`config.mk`:
```
export PLATFORM = sky130hd
export DESIGN_NAME = uart_tx_arb
export DESIGN_NICKNAME = d
export VERILOG_FILES = /design/src/rtl/uart_pkg.sv /design/src/rtl/uart_tx_arb_rr_arbiter.sv /design/src/rtl/uart_tx_arb.sv
export SDC_FILE = /design/constraint.sdc
export NUM_CORES = 1
export LEC_CHECK = 0
export ABC_AREA = 1
export ABC_CLOCK_PERIOD_IN_PS = 4300
export CORE_MARGIN = 5
export CORE_UTILIZATION = 50
export CTS_BUF_LIST = sky130_fd_sc_hd__clkbuf_2 sky130_fd_sc_hd__clkbuf_4 sky130_fd_sc_hd__clkbuf_8
export CTS_CLUSTER_SIZE = 28
export DETAILED_ROUTE_END_ITERATION = 10
export PLACE_DENSITY = 0.87
export REMOVE_ABC_BUFFERS = 1
export SLEW_MARGIN = 10
export SYNTH_ARGS = -nofsm -noshare
export SYNTH_HDL_FRONTEND = slang
export SYNTH_HIERARCHICAL = 1
export SYNTH_SLANG_ARGS = --single-unit
```
`constraint.sdc`:
```
create_clock -name clk -period 4.3 [get_ports clk]
set_input_delay 0.43 -clock clk [delete_from_list [all_inputs] [get_ports clk]]
set_output_delay 0.43 -clock clk [all_outputs]
set_load 0.05 [all_outputs]
```
`src/rtl/uart_pkg.sv`:
```
// Shared definitions for the UART transmit arbiter: default sizing and the
// arbiter state encoding.
package uart_pkg;

    localparam int NREQ_DEF = 4;
    localparam int DW_DEF   = 8;
    localparam int TMO_DEF  = 64;

    typedef enum logic [1:0] {
        ST_IDLE      = 2'd0,
        ST_GRANT     = 2'd1,
        ST_WAIT_BUSY = 2'd2,
        ST_WAIT_DONE = 2'd3
    } arb_state_t;

endpackage

```
`src/rtl/uart_tx_arb_rr_arbiter.sv`:
```
// Round-robin winner selection. The search starts just after last_grant, so
// the most recently served requester has the lowest priority.
module rr_arbiter
    import uart_pkg::*;
#(
    parameter int NREQ = NREQ_DEF,
    localparam int IW  = (NREQ > 1) ? $clog2(NREQ) : 1
) (
    input  logic [NREQ-1:0] req,
    input  logic [IW-1:0]   last_grant,
    output logic            any,
    output logic [IW-1:0]   winner
);

    // Scan from the farthest candidate to the nearest so that the nearest
    // requester after last_grant overrides any earlier match.
    always_comb begin
        any    = 1'b0;
        winner = '0;
        for (int k = NREQ; k >= 1; k--) begin
            logic [IW-1:0] idx;
            idx = IW'((int'(last_grant) + k) % NREQ);
            if (req[idx]) begin
                any    = 1'b1;
                winner = idx;
            end
        end
    end

endmodule

```
`src/rtl/uart_tx_arb.sv`:
```
// Arbitrates several frame requesters onto one UART TX datapath.
//
// state        | meaning
// -------------+----------------------------------------------------------
// ST_IDLE      | TX free; arbitrate among valid requesters
// ST_GRANT     | one-cycle tx_start and req_ready pulse to the winner
// ST_WAIT_BUSY | waiting for TX to raise tx_busy; times out after TMO cycles
// ST_WAIT_DONE | frame in flight; waiting for tx_done
module uart_tx_arb
    import uart_pkg::*;
#(
    parameter int NREQ = NREQ_DEF,
    parameter int DW   = DW_DEF,
    parameter int TMO  = TMO_DEF,
    localparam int IW  = (NREQ > 1) ? $clog2(NREQ) : 1,
    localparam int CW  = $clog2(TMO + 1)
) (
    input  logic              clk,
    input  logic              rst,
    input  logic [NREQ-1:0]   req_valid,
    input  logic [NREQ*DW-1:0] req_data,
    output logic [NREQ-1:0]   req_ready,
    output logic [DW-1:0]     tx_data,
    output logic              tx_start,
    input  logic              tx_busy,
    input  logic              tx_done,
    output logic [IW-1:0]     grant_id,
    output logic              active,
    output logic              tmo_err
);

    // The counter value seen in the last WAIT_BUSY cycle before timing out.
    localparam logic [CW-1:0] TMO_LAST  = CW'(TMO - 1);
    // Reset so that requester 0 is the first to be considered.
    localparam logic [IW-1:0] LAST_INIT = IW'(NREQ - 1);

    arb_state_t    state;
    logic [IW-1:0] last_grant;
    logic [CW-1:0] tmo_cnt;
    logic          arb_any;
    logic [IW-1:0] arb_winner;

    rr_arbiter #(
        .NREQ (NREQ)
    ) u_rr_arbiter (
        .req        (req_valid),
        .last_grant (last_grant),
        .any        (arb_any),
        .winner     (arb_winner)
    );

    // Arbiter FSM; every output is a register so TX sees clean pulses.
    always_ff @(posedge clk or negedge rst) begin
        if (!rst) begin
            state      <= ST_IDLE;
            tx_start   <= 1'b0;
            req_ready  <= '0;
            tmo_err    <= 1'b0;
            active     <= 1'b0;
            tx_data    <= '0;
            grant_id   <= '0;
            tmo_cnt    <= '0;
            last_grant <= LAST_INIT;
        end else begin
            tx_start  <= 1'b0;
            req_ready <= '0;
            tmo_err   <= 1'b0;
            case (state)
                ST_IDLE: begin
                    if (arb_any) begin
                        state     <= ST_GRANT;
                        grant_id  <= arb_winner;
                        tx_data   <= req_data[arb_winner*DW +: DW];
                        tx_start  <= 1'b1;
                        req_ready <= NREQ'(1) << arb_winner;
                        active    <= 1'b1;
                    end
                end
                ST_GRANT: begin
                    // Winner drops to lowest priority even if TX never answers.
                    last_grant <= grant_id;
                    tmo_cnt    <= '0;
                    state      <= ST_WAIT_BUSY;
                end
                ST_WAIT_BUSY: begin
                    if (tx_busy) begin
                        state <= ST_WAIT_DONE;
                    end else if (tmo_cnt == TMO_LAST) begin
                        tmo_cnt <= tmo_cnt + 1'b1;
                        tmo_err <= 1'b1;
                        active  <= 1'b0;
                        state   <= ST_IDLE;
                    end else begin
                        tmo_cnt <= tmo_cnt + 1'b1;
                    end
                end
                ST_WAIT_DONE: begin
                    if (tx_done) begin
                        active <= 1'b0;
                        state  <= ST_IDLE;
                    end
                end
                default: begin
                    active <= 1'b0;
                    state  <= ST_IDLE;
                end
            endcase
        end
    end

endmodule

```
==> out/metrics.cfg, run 1 <==
[synth]
syn_area_sq_um=1775
synth_area_per_cell_sq_um=6.829
synth-edff-count=0
ys.flop_type=dfrtp_1
synth_top_area_frac=0.3665
synth_top_cell_by_area=dfrtp_1
synth_seq_cells=28
ys_async_sr_fraction=1.000
yosysUniqueCellTypes=29
syn_inst=260
ys_warn_count=6
synthTopCellsByArea=dfrtp_1 37%, nand2_1 19%, nor2_1 10%
ys_seq_area_frac=0.3961

[outcome]
status=complete, no violations

[finish]
diodes=0
drive_gt1_frac=0.09524
nets=362
layout_commonest_cell=nand2_1
utilization=0.7069
final_cell_mix=91 x nand2_1, 56 x clkdlybuf4s50_1, 49 x nor2_1
fillers=273
areaGrowthSynthToFinish_pct=34.95
stdcell_area_sq_um=2396

[power]
finalPower_mw=1.854
ir_worst_vdd_mv=0.4147
p_leak_nw=1.198
power_density_nw_per_um2=773.6

[cts]
numCtsBuffers=3
clkSinkCount=28
cts_root_buf=clkbuf_4
cts_setup_buffers=0
cts_buffer_depth=2
cts.clk_slew.worst_paths_ns=0.14
cts_tree=built
htreeDepth=1
ctsResizeCount=0
ctsHoldBuffers=0
clk_latency_ns=0.32

[floorplanning]
core-area_sq_um=3390
die-width_um=69.59
num_rows=21
start_util=0.5238
die-area_sq_um=4843
num_io_pins=57
die_y_um=69.59

[global_routing]
top_usage_layer=met2
grt_start_max_net_pins=29
grt_overflow=0
grt_pass1_wl_um=6844
grt_antenna_before_repair=0
grt_use_met2=0.2828
grt.met1_usage=0.2264
grt_pass1_vias=1579
grt_util_met3=0.02029
grt_usage=0.1668

[placed_design]
placed_cell_area_sq_um=2360
hpwl_um=3123
dp_slack_ns=1.520
portBuffers=56
place.gp.congestion=0.8270

[sta]
slew_headroom=0.5990
rsz0062_at_grt=false
tightestPinTransition_ns=0.6000
skew_ns=0.001729
timing.setup.tns_ns=0
finalWorstPathRequiredPeriod_ns=2.549
fmax_ghz=0.3924
worst_slack_ns=1.751
maxSlewViolCount=0
min_period_over_period=0.5927
setup-violations-final=0
hold_viol=0

[worst_setup_path]
worstSetupStartpointType=register
arrival_ns=2.78
worstPathRequired_ns=4.53
endpoint_kind=register
setup.worst_path.class=register to register
critPathMaxFanout=20

[detailed_routing]
drc=0
via_per_inst=4.717
routed_wl_um=3983
drtIter0Drc=121
ant_nets=0
first_pass_iters=4
via_count=1703
wire_per_inst_um=11.03

[flow_run]
maxCapViolCount=0

[min_path]
min_path_type=input pin to async pin

[worst paths after layout]
path                       cells past startpoint                        end                       from  slack, ns
max                                           13     tx_data[5]$_DFFE_PN0P_  last_grant[0]$_DFFE_PN1P_       1.75
min                                            2       state[1]$_DFFE_PN0P_                        rst       0.46
max reg2reg                                   13     tx_data[5]$_DFFE_PN0P_  last_grant[0]$_DFFE_PN1P_       1.75
min reg2reg                                    2         active$_DFFE_PN0P_         active$_DFFE_PN0P_       0.50
max in group asynchronous                      2  last_grant[1]$_DFFE_PN1P_                        rst       3.53
min in group clk                               2         active$_DFFE_PN0P_         active$_DFFE_PN0P_       0.50
[sequential cells by signal, indices dropped and copies added, names as in the netlist]
name and count:
tmo_err 1, state 2, last_grant 2, grant_id 2, tx_data 8, tx_start 1
req_ready 4, tmo_cnt 7, active 1
[stage by stage]
step / std cells / hold WS, ns
after global routing: 361 / 0.4762
after detailed placement: 357 / 0.4644
after global placement: 357 / 0.4603
final: 361 / 0.4585
after floorplan: 253 / 0.1344
after CTS: 361 / 0.4595
[area by class of cell]
class,instances,area (sq um),area share
Timing Repair Buffer,58,575.6,0.2402
Sequential cell,28,703.2,0.2935
Inverter,23,91.34,0.03812
Multi-Input combinational cell,202,932.1,0.3890
Tap cell,46,57.56,0.02402
Clock buffer,4,36.28,0.01514
[critical path, cell delays in order, from the launching register on]
cell	delay, ns
dfstp_2	0.70
nand2_1	0.10
o21ai_2	0.10
nand2_1	0.09
nand2_1	0.08
inv_2	0.04
nand2_1	0.05
nand2_1	0.04
nand2_1	0.44
inv_1	0.35
o21ai_0	0.26
nand2_1	0.07
nand2_1	0.06
nand2_1	0.05
[cell usage after synthesis (3+ instances only)]
master / n
dfrtp_1: 26
inv_1: 18
nand3_1: 11
ha_1: 6
o21ai_0: 18
o21ai_1: 4
inv_2: 3
nor2_1: 49
nand2_1: 91
nand2_2: 9
[layer usage]
metal | up-vias | routed length (um)
met2 | 38 | 1955
met4 | 0 | 26
met1 | 751 | 1857
li1 | 910 | -
met5 | - | 0
met3 | 4 | 143
[cells by family after synthesis]
logic type / after synthesis / synth area share
compound gates: 26 / 0.07964
fa+ha+maj: 6 / 0.04228
buf+inv: 30 / 0.07892
flops: 28 / 0.3961
mux: 2 / 0.01268
simple gates: 168 / 0.3904
[power by group]
group | leakage, nW | internal [mW] | total, mW | switching, mW
combinational | 0.820 | 0.447 | 1.28 | 0.835
sequential | 0.358 | 0.368 | 0.445 | 0.0771
clock | 0.0210 | 0.0517 | 0.126 | 0.0742
Note: power is estimated with default switching activity, not from simulation.
==> run 2: changes to the inputs <==
--- a/config.mk
+++ b/config.mk
@@ -6,13 +6,13 @@
 export NUM_CORES = 1
 export LEC_CHECK = 0
 export ABC_AREA = 1
-export ABC_CLOCK_PERIOD_IN_PS = 4300
+export ABC_CLOCK_PERIOD_IN_PS = 2500
 export CORE_MARGIN = 5
-export CORE_UTILIZATION = 50
+export CORE_UTILIZATION = 48
 export CTS_BUF_LIST = sky130_fd_sc_hd__clkbuf_2 sky130_fd_sc_hd__clkbuf_4 sky130_fd_sc_hd__clkbuf_8
 export CTS_CLUSTER_SIZE = 28
 export DETAILED_ROUTE_END_ITERATION = 10
-export PLACE_DENSITY = 0.87
+export PLACE_DENSITY = 0.84
 export REMOVE_ABC_BUFFERS = 1
 export SLEW_MARGIN = 10
 export SYNTH_ARGS = -nofsm -noshare
==> constraint.sdc (replaced) <==
create_clock -name clk -period 2.5 [get_ports clk]
set_input_delay 0.25 -clock clk [delete_from_list [all_inputs] [get_ports clk]]
set_output_delay 0.25 -clock clk [all_outputs]
set_load 0.05 [all_outputs]
==> run 2 against run 1 <==
Compared with the run above:
- core utilization shrank 3.3 points
- die area is 3.6% higher
- non-clock buffer count is 2 higher
- clock skew is 0.00079 ns lower
- combinational power up 77%
- via count grew 0.18%
- clock power grew to 2.9 times the previous value
- final cell count increased by 1.1%
- first-iteration DRC count shrank 3.3%
==> out/metrics.cfg, run 2 (synthesized netlist as in run 1, its figures left out) <==
[outcome]
status=complete, no violations

[sta]
maxSlewViolCount=0
fmax_ghz=0.4944
setup-violations-final=0
skew_ns=0.0009410
finalWorstPathRequiredPeriod_ns=2.023
whs_ns=0.3335
rsz0062_at_grt=false
slew_headroom=0.6504
timing.setup.tns_ns=0
min_period_over_period=0.8091
hold_viol=0
tightestPinTransition_ns=0.5227

[finish]
drive_gt1_frac=0.1009
final_cell_mix=91 x nand2_1, 56 x clkdlybuf4s50_1, 49 x nor2_1
fillers=328
fin_cells=365
top_regs=tx_data (8), tmo_cnt (7), req_ready (4)
areaGrowthSynthToFinish_pct=37.91
diodes=0
regArea_sq_um=703.2
nets=364
largest_register_ffs=8
layout_commonest_cell=nand2_1
multi_input_area_sq_um=932.1
top_register=tx_data

[worst_setup_path]
max_stage_delay_ns=0.68
setup.worst_path.end=tx_data[0]$_DFFE_PN0P_
r2r_slack_ns=0.48
crit_buf_inv=2
cp_slowest_cell=dfstp_2
cp_cell_sequence=nand2_1 -> o21ai_2 -> nand2_1 -> nand2_1 -> inv_2 -> nand2_1 -> nand2_1 -> nand2_1 -> buf_4 -> nor2_1 -> nor2_1 -> o21ai_0 -> nand2_1 -> nand2_1 -> nand2_1
rr_startpoint=last_grant[0]$_DFFE_PN1P_
r2r_end=tx_data[0]$_DFFE_PN0P_
critPathLaunch=last_grant[0]$_DFFE_PN1P_
critPathTopFamily=simple AND/OR/NAND/NOR gates
crit_top_cell=nand2_1
worstPathRequired_ns=2.73
worst-path-stages=15
worstSetupStartpointType=register
endpoint_kind=register
setup.worst_path.class=register to register
worst-r2r-cell-count=15
arrival_ns=2.25
critPathMaxFanout=19

[global_routing]
grt_overflow=0
grt_start_max_net_pins=29
grt_pass1_vias=1669
grt_usage=0.1743
grt_pass1_wl_um=7100
grt_util_met3=0.05114
grt_antenna_before_repair=0
grt_use_met2=0.3007
grt.met1_usage=0.2108
top_usage_layer=met2

[cts]
ctsHoldBuffers=0
cts.clk_slew.worst_paths_ns=0.10
cts_buffer_depth=2
cts_setup_buffers=0
ctsResizeCount=0
cts_root_buf=clkbuf_8
cts_tree=built
htreeDepth=1
clkSinkCount=28
clk_latency_ns=0.28
numCtsBuffers=3

[floorplanning]
num_rows=22
die-width_um=70.82
num_io_pins=57
die-area_sq_um=5015
core-area_sq_um=3633
die_y_um=70.82
start_util=0.4886

[detailed_routing]
first_pass_iters=4
via_count=1706
ant_nets=0
drtIter0Drc=117
wire_per_inst_um=11.23
drc=0
via_per_inst=4.674
routed_wl_um=4100

[power]
power_density_nw_per_um2=1387
p_leak_nw=1.223
ir_worst_vdd_mv=0.7646
finalPower_mw=3.397

[placed_design]
place.gp.congestion=0.9097
placedCellCount=361
portBuffers=56
hpwl_um=3206

[min_path]
min_path_type=input pin to async pin

[flow_run]
maxCapViolCount=0

## run 2: changes by cell type in the layout (fill, tap and decap cells not counted)
cell / change
clkbuf_4: -3
buf_4: +2
bufinv_16: +1
clkbuf_8: +2
## run 2: power by group
group	internal [mW]	switching [mW]
clock	0.215	0.147
sequential	0.635	0.135
combinational	0.804	1.46
## run 2: worst register-to-register path: stages (launching register included)
cell     delay, ns
dfstp_2       0.68
nand2_1       0.11
o21ai_2       0.10
nand2_1       0.09
nand2_1       0.08
inv_2         0.04
nand2_1       0.05
nand2_1       0.05
nand2_1       0.08
buf_4         0.24
nor2_1        0.09
nor2_1        0.09
o21ai_0       0.09
nand2_1       0.08
nand2_1       0.04
nand2_1       0.06
## run 2: metal layers
metal  vias to the layer above  part of all wire
met1                       734              0.44
li1                        913                 -
met4                         0            0.0068
met3                         3             0.084
met2                        56              0.47
met5                         -                 0
## run 2: final cells by class
cell class                 count  area share
inverter                      23     0.03730
timing repair buffer          60      0.2412
clock buffer                   3     0.01686
multi-input combinational    202      0.3807
tap                           48     0.02453
clock inverter                 1     0.01226
sequential                    28      0.2872
## run 2: worst min path at each step
stage	start	to
floorplan	rst	active$_DFFE_PN0P_
global placement	active$_DFFE_PN0P_	active$_DFFE_PN0P_
detailed placement	tx_data[2]$_DFFE_PN0P_	tx_data[2]$_DFFE_PN0P_
CTS	rst	state[1]$_DFFE_PN0P_
global route	rst	state[1]$_DFFE_PN0P_
finish	rst	tmo_err$_DFF_PN0_
## run 2: stage by stage
| step | cell area, sq um | setup WS, ns | util |
|---|---|---|---|
| 2_1_floorplan | 1727 | 0.2394 | - |
| 3_3_place_gp | 2377 | 0.4293 | 0.6543 |
| 3_5_place_dp | 2377 | 0.4134 | 0.6543 |
| 4_1_cts | 2449 | 0.4740 | 0.6739 |
| 5_1_grt | 2449 | 0.1521 | 0.6739 |
| 6_report | 2449 | 0.4773 | 0.6739 |
